$ cat src/rtl/bcd_time_counter.sv
// HH:MM:SS timekeeping core with packed BCD digits, RUN/SET modes and optional 12-hour display.
// Handshake: tick_1hz and set_inc are single-cycle strobes sampled on every rising edge; no back-pressure.
module bcd_time_counter #(
  parameter bit HOURS_24 = 1'b1
) (
  input  logic       clk,
  input  logic       rst_n,
  input  logic       tick_1hz,
  input  logic       set_en,
  input  logic [1:0] set_sel,
  input  logic       set_inc,
  output logic [1:0] hr_tens,
  output logic [3:0] hr_ones,
  output logic [2:0] min_tens,
  output logic [3:0] min_ones,
  output logic [2:0] sec_tens,
  output logic [3:0] sec_ones,
  output logic       pm,
  output logic       day_wrap,
  output logic       in_set
);

  typedef enum logic {RUN = 1'b0, SET = 1'b1} state_t;

  state_t     state_q, state_d;
  logic [6:0] sec_q, sec_d, min_q, min_d;
  logic [5:0] hr_q, hr_d;
  logic       pm_q, pm_d, wrap_q, wrap_d;
  logic [7:0] sec_inc, min_inc, hr_inc;

  // Returns {carry, tens, ones}; an illegal pair restarts at 00 without carrying.
  function automatic logic [7:0] inc_60(input logic [6:0] v);
    logic [2:0] t;
    logic [3:0] o;
    t = v[6:4];
    o = v[3:0];
    if (o > 4'd9 || t > 3'd5) return 8'd0;
    if (o != 4'd9) return {1'b0, t, o + 4'd1};
    if (t == 3'd5) return {1'b1, 7'd0};
    return {1'b0, t + 3'd1, 4'd0};
  endfunction

  // Returns {day_wrap, pm, tens, ones} for one hour step in the configured mode.
  function automatic logic [7:0] inc_hr(input logic [5:0] v, input logic p);
    logic [1:0] t;
    logic [3:0] o;
    t = v[5:4];
    o = v[3:0];
    if (HOURS_24) begin
      if (o > 4'd9 || t > 2'd2 || (t == 2'd2 && o > 4'd3)) return 8'd0;
      if (t == 2'd2 && o == 4'd3) return {1'b1, 1'b0, 6'h00};
    end else begin
      if (o > 4'd9 || t > 2'd1 || (t == 2'd0 && o == 4'd0) || (t == 2'd1 && o > 4'd2))
        return {1'b0, p, 6'h12};
      if (t == 2'd1 && o == 4'd2) return {1'b0, p, 6'h01};
      // 11 -> 12 flips AM/PM; leaving PM is the start of a new day
      if (t == 2'd1 && o == 4'd1) return {p, ~p, 6'h12};
    end
    if (o != 4'd9) return {1'b0, p, t, o + 4'd1};
    return {1'b0, p, t + 2'd1, 4'd0};
  endfunction

  always_comb begin
    sec_inc = inc_60(sec_q);
    min_inc = inc_60(min_q);
    hr_inc  = inc_hr(hr_q, pm_q);
    state_d = state_q;
    sec_d   = sec_q;
    min_d   = min_q;
    hr_d    = hr_q;
    pm_d    = pm_q;
    wrap_d  = 1'b0;
    case (state_q)
      RUN: begin
        if (set_en) begin
          state_d = SET;
          sec_d   = 7'd0;
        end else if (tick_1hz) begin
          sec_d = sec_inc[6:0];
          if (sec_inc[7]) begin
            min_d = min_inc[6:0];
            if (min_inc[7]) begin
              hr_d   = hr_inc[5:0];
              pm_d   = hr_inc[6];
              wrap_d = hr_inc[7];
            end
          end
        end
      end
      SET: begin
        if (!set_en) begin
          state_d = RUN;
        end else if (set_inc) begin
          case (set_sel)
            2'b00: sec_d = sec_inc[6:0];
            2'b01: min_d = min_inc[6:0];
            2'b10: begin
              hr_d = hr_inc[5:0];
              pm_d = hr_inc[6];
            end
            default: ;
          endcase
        end
      end
    endcase
  end

  always_ff @(posedge clk) begin
    if (!rst_n) begin
      state_q <= RUN;
      sec_q   <= 7'd0;
      min_q   <= 7'd0;
      hr_q    <= HOURS_24 ? 6'h00 : 6'h12;
      pm_q    <= 1'b0;
      wrap_q  <= 1'b0;
    end else begin
      state_q <= state_d;
      sec_q   <= sec_d;
      min_q   <= min_d;
      hr_q    <= hr_d;
      pm_q    <= pm_d;
      wrap_q  <= wrap_d;
    end
  end

  assign hr_tens  = hr_q[5:4];
  assign hr_ones  = hr_q[3:0];
  assign min_tens = min_q[6:4];
  assign min_ones = min_q[3:0];
  assign sec_tens = sec_q[6:4];
  assign sec_ones = sec_q[3:0];
  assign pm       = pm_q;
  assign day_wrap = wrap_q;
  assign in_set   = (state_q == SET);

endmodule

$ cat config.mk
export PLATFORM = sky130hd
export DESIGN_NAME = bcd_time_counter
export DESIGN_NICKNAME = d
export VERILOG_FILES = /design/src/rtl/bcd_time_counter.sv
export SDC_FILE = /design/constraint.sdc
export NUM_CORES = 1
export LEC_CHECK = 0
export BUFFER_PORTS_ARGS = -buffer_cell sky130_fd_sc_hd__buf_2
export CORE_UTILIZATION = 56
export DETAILED_ROUTE_END_ITERATION = 10
export MAX_ROUTING_LAYER = met4
export PLACE_DENSITY = 0.86
export SLEW_MARGIN = 0
export SYNTH_ARGS = -nofsm -noshare
export SYNTH_HDL_FRONTEND = slang
export SYNTH_SLANG_ARGS = --single-unit
export TNS_END_PERCENT = 10
$ cat constraint.sdc
create_clock -name clk -period 4.1 [get_ports clk]
set_input_delay 0.615 -clock clk [delete_from_list [all_inputs] [get_ports clk]]
set_output_delay 0.615 -clock clk [all_outputs]
set_load 0.01 [all_outputs]
; ---- After elaboration in Yosys (flattened, before gate mapping)
; Cells that the tools add are included.
[classes]
addsub = 6
order_cmp = 7
n_eq_ne = 19
muxes = 65
bitwise = 5
reduce_logical = 11
[op_table]
columns = operator, n
row1 = $mux 8, 18
row2 = $mux 7, 11
row3 = $mux 6, 7
row4 = $pmux 7 s2, 2
row5 = $mux 1, 25
row6 = $add 4x1->4 const B, 3
row7 = $gt 4x4->1 const B, 3
row8 = $ne 2x2->1 const B, 6
row9 = $ne 4x4->1 const B, 3
row10 = $pmux 6 s2, 1
row11 = $reduce_and 7->1, 1
row12 = $add 3x1->3 const B, 2
row13 = $eq 3x3->1 const B, 2
row14 = $gt 3x3->1 const B, 2
row15 = $ne 2x1->1 const B, 3
row16 = $reduce_and 6->1, 1
row17 = $reduce_or 6->1, 1
row18 = $not 1->1, 5
row19 = $eq 2x2->1 const B, 2
row20 = $eq 4x2->1 const B, 1
row21 = $gt 4x2->1 const B, 1
row22 = $logic_or 1x1->1, 4
row23 = $reduce_and 4->1, 1
row24 = $ne 3x3->1 const B, 1
row25 = 6 further kinds, 7
[totals]
reg_bits = 23
in_bits = 7

; ---- Longest topological paths before layout
[logic_depth]
ltp_word = 14
mapped_depth = 7

; ---- Worst setup path after synthesis
; OpenSTA, ideal clock, no wires.
[synth_timing]
path_type = input port to flip-flop
startpoint = input set_en
endpoint = register hr_q[3]
t_arrival_ps = 1846
setup_slack_ps = 2183
path_stages = 5
n_path_buf = 0
cell_sequence = nor3b_1 and4_4 a41oi_4 or4_1 a21oi_1
[synth_via]
elab_chain_len = 2
elab_cells_between_ends = 3
classes_between = eq/ne: 2 / reduce/logical: 1
[synth_lines]
columns = item, line_no
row1 = "start, declared", 9  ; input logic set_en,
row2 = $ne 2x2->1 (no line), --
row3 = $reduce_and 7->1 (no line) (*), --
row4 = "end signal, assigned", 113  ; hr_q <= HOURS_24 ? 6'h00 : 6'h12;
row5 = "end signal, assigned", 120  ; hr_q <= hr_d;
row6 = "end, declared", 27  ; logic [5:0] hr_q, hr_d;
; Mark *: on every way between the ends. The rest lies on a longest branch, timed or not.
; A chain may end at the register's enable or synchronous reset.

; ---- Worst setup path after layout
[layout_timing]
startpoint = register sec_q[0]
endpoint = register hr_q[3]
[layout_via]
elab_chain_len = 8
elab_cells_between_ends = 13
classes_between = order compare: 1 / eq/ne: 2 / mux: 8 / reduce/logical: 2
[layout_lines]
columns = item, line_no
row1 = "start, declared", 26  ; logic [6:0] sec_q, sec_d, min_q, min_d;
row2 = "start signal, assigned", 111  ; sec_q <= 7'd0;
row3 = "start signal, assigned", 118  ; sec_q <= sec_d;
row4 = $ne 4x4->1, 38  ; if (o != 4'd9) return {1'b0, t, o + 4'd1};
row5 = $mux 8, 38
row6 = $mux 8, 39  ; if (t == 3'd5) return {1'b1, 7'd0};
row7 = $mux 8, 40  ; return {1'b0, t + 3'd1, 4'd0};
row8 = $mux 8, 39
row9 = $mux 8 (*), 38
row10 = $ne 2x2->1 (no line) (*), --
row11 = $reduce_and 7->1 (no line) (*), --
; Mark *: on every way between the ends. The rest lies on a longest branch, timed or not. The select of a mux whose other input is x is not followed.

==> run_results.csv <==
group,metric,value,unit
power,cell_internal_pwr,0.281,mW
clocking,cts-resized-gates,0,
grt,grt_use_total,27.0,%
drt,remaining_drc_errors,0,
clocking,clock_insertion_delay_worst_skew,0.31,ns
die,rows,16,
grt,grt_overflow,0,
drt,routed_wirelength,2940,um
status,outcome,"finished, final reports clean",
drt,vias,1284,
power,power_density,258,nW/um^2
clocking,htree_num_levels,1,
timing,worst_hold_slack,0.514,ns
power,pwr-share-clk,32.7,%
power,sequentialPowerShare,59.4,%
die,num_io_pins,30,
worst_setup_path,timing.critical_path.slowest_stage_cell,"sky130_fd_sc_hd__or4_1",
power,power.static_leakage,0.602,nW
worst_setup_path,critPathMaxFanout,9,
placement,io_buffers,28,
final_layout,final_common_cell,"sky130_fd_sc_hd__buf_2",
power,power.switching_fraction,24.0,%
synthesis,number_of_enable_type_register_cells_in_the_synthesized_netlist,0,
synthesis,netlist_instances,156,
final_layout,seq_cell_area,440,um^2
worst_setup_path,data_arrival_at_the_endpoint_of_the_critical_path,2.20,ns
final_layout,syn2layout_area_growth,15.4,%
worst_setup_path,worstPathCellList,"and4bb_1 > and4_4 > a41oi_4 > or4_1 > a21oi_1",
drt,postRouteAntennaNets,0,
synthesis,synth_nets,165,
clocking,cts_buffers,3,
placement,post_detailed_placement_half_perimeter_wirelength,2170,um
clocking,cts.root.buffer_cell,"sky130_fd_sc_hd__clkbuf_4",
power,combPwrFrac,8.0,%
final_layout,multi_input_area,777,um^2
die,design.core.area,2020,um^2
grt,first_pass_grt_wire_length,4990,um
timing,timing_limited_maximum_frequency,514,MHz
drt,drt-wirelength-per-cell,13.9,um
clocking,cts_setup_buffers,0,
timing,final_hold_viol_count,0,
timing,fin_crit,1.95,ns
drt,firstDrtPassIters,4,
grt,number_of_antenna_violations_at_the_first_check_in_global_routing,0,
timing,totalNegativeSetupSlack,0,ns
clocking,hold_buffer_count_at_cts,0,
synthesis,synthesis.area,1240,um^2
die,fp.dieW,49.1,um
die,initial_core_util,61.5,%
timing,timing.clock.skew,0.00572,ns
synthesis,number_of_warnings_issued_by_yosys,0,
die,die_area,2410,um^2
clocking,clock_sinks,22,
final_layout,final_net_count,194,
final_layout,final_cell_mix,"sky130_fd_sc_hd__buf_2, sky130_fd_sc_hd__nand2_1, sky130_fd_sc_hd__dfxtp_1",
synthesis,ys.flop_type,"sky130_fd_sc_hd__dfxtp_1",
synthesis,sequential_area_share_after_synthesis,35.4,%
synthesis,postSynthRegisterBits,22,
final_layout,diode_count,0,
worst_setup_path,crit_family,"simple AND/OR/NAND/NOR gates",
synthesis,synth.avg_cell_area,7.97,um^2
timing,slew_violations,0,
synthesis,async_reset_ff_share,0,%
worst_setup_path,setup.worst_path.end_class,"register",
clocking,cts.path.max_buffers,2,
clocking,clk_transition_reported_paths,0.12,ns
worst_setup_path,worst_path_largest_cell_delay,0.54,ns
placement,gpl.final_weighted_congestion,0.845,
grt,first_global_vias,1209,
worst_setup_path,regToRegSetupSlack,2.15,ns
synthesis,yosys.cell_types.count,46,
timing,report.final.setup_viol,0,
final_layout,fillerInstances,171,
worst_setup_path,data_required_time_of_the_worst_path,4.35,ns
worst_setup_path,worstSetupStartpointType,"register",
power,net_load_switching_power,0.0888,mW
drt,route.detailed.vias_per_inst,6.09,
worst_setup_path,worst_path_class_setup,"register to register",
clocking,cts_tree,"yes",
drt,first_iter_violations,45,
worst_setup_path,cp.buffers_inverters,0,
flow_run,max_cap_violations,0,
final_layout,fin_util,71.0,%
grt,grt_start_max_net_pins,21,
final_layout,share_of_layout_cells_above_drive_strength_1,20.1,%
die,dieHeight,49.1,um
timing,grt_setup_unrepaired,"false",
power,vdd_drop_max,218,uV
hold_path,worst_hold_path_type,"register to register",
timing,final_min_period_over_clock_period,47.4,%
[sequential cells by signal, summed over array words and instances (netlist names)]
register	cells
min_q	7
in_set	1
sec_q	7
hr_q	6
day_wrap	1
[cell usage after synthesis, types with 2 or more instances]
cell | n | area share (%)
sky130_fd_sc_hd__nand2b_1 | 4 | 2.0
sky130_fd_sc_hd__dfxtp_1 | 22 | 35
sky130_fd_sc_hd__and3_1 | 3 | 1.5
sky130_fd_sc_hd__nand3_1 | 7 | 2.8
sky130_fd_sc_hd__mux2i_1 | 2 | 1.6
sky130_fd_sc_hd__and2_1 | 2 | 1.0
sky130_fd_sc_hd__o22ai_1 | 3 | 1.5
sky130_fd_sc_hd__nand4b_1 | 2 | 1.4
sky130_fd_sc_hd__clkbuf_1 | 3 | 0.91
sky130_fd_sc_hd__ha_1 | 2 | 2.0
sky130_fd_sc_hd__a21oi_1 | 7 | 2.8
sky130_fd_sc_hd__nor2_1 | 12 | 3.6
sky130_fd_sc_hd__inv_1 | 2 | 0.60
sky130_fd_sc_hd__nand2_1 | 23 | 6.9
sky130_fd_sc_hd__nor4b_1 | 2 | 1.4
sky130_fd_sc_hd__nor3b_1 | 3 | 1.8
sky130_fd_sc_hd__o21ai_1 | 2 | 0.80
sky130_fd_sc_hd__o21ai_0 | 10 | 4.0
sky130_fd_sc_hd__a21boi_0 | 3 | 1.8
sky130_fd_sc_hd__nor3_1 | 7 | 2.8
sky130_fd_sc_hd__or3_1 | 3 | 1.5
sky130_fd_sc_hd__nor2b_1 | 3 | 1.5
sky130_fd_sc_hd__o21a_1 | 3 | 1.8
sky130_fd_sc_hd__o211ai_1 | 2 | 1.2
sky130_fd_sc_hd__or2_2 | 2 | 1.0
sky130_fd_sc_hd__nor4_1 | 2 | 1.0
[kinds of logic after synthesis]
group	Yosys count	synth area share, %
buf+inv	6	2.11
fa+ha+maj	2	2.01
other cells	1	0.302
mux	3	2.52
compound gates	38	21.0
simple gates	83	35.9
xor+xnor	1	0.704
flops	22	35.4
[worst min-delay path: cells and delay by family, from the launching register on]
kind,cells,cell delay [ns]
compound gates,1,0.06
flops,1,0.35
simple gates,1,0.06
[path summary, 6_finish.rpt]
kind	cells after the start	start	endpoint
hold / removal	2	hr_q[4]$_SDFFE_PN0P_	hr_q[4]$_SDFFE_PN0P_
hold reg to reg	2	hr_q[4]$_SDFFE_PN0P_	hr_q[4]$_SDFFE_PN0P_
setup / recovery	5	sec_q[0]$_SDFFE_PN0P_	hr_q[3]$_SDFFE_PN0P_
setup reg to reg	5	sec_q[0]$_SDFFE_PN0P_	hr_q[3]$_SDFFE_PN0P_
[metrics by stage]
stage | power, mW | worst slack (ns) | instances | area (um^2)
3_5_place_dp | 0.253 | 1.92 | 207 | 1400
2_1_floorplan | 0.243 | 2.18 | 156 | 1240
3_3_place_gp | 0.251 | 2.00 | 207 | 1400
6_report | 0.370 | 2.15 | 211 | 1440
5_1_grt | 0.380 | 2.10 | 211 | 1440
4_1_cts | 0.369 | 2.17 | 211 | 1440
[metal layers]
layer	up-vias	share of wire, %	GRT usage [%]
met3	4	5.5	8.10
met4	0	0.58	10.3
met5	-	0	-
li1	631	-	-
met2	47	52	47.3
met1	602	42	28.0
[power groups by stage]
stage / clock network, mW / logic, mW / registers [mW]
global placement: 0 / 0.0271 / 0.224
detailed placement: 0 / 0.0289 / 0.224
floorplan: 0 / 0.0182 / 0.224
finish: 0.121 / 0.0295 / 0.220
global route: 0.127 / 0.0323 / 0.220
CTS: 0.121 / 0.0292 / 0.219
[layout make-up]
cell class	instances	share of cell area [%]
clock buffers	4	2.53
well taps	27	2.35
repair buffers	28	9.76
inverters	2	0.523
flip-flops and latches	22	30.7
multi-input cells	128	54.1
Power figures use the tool's default switching activity.
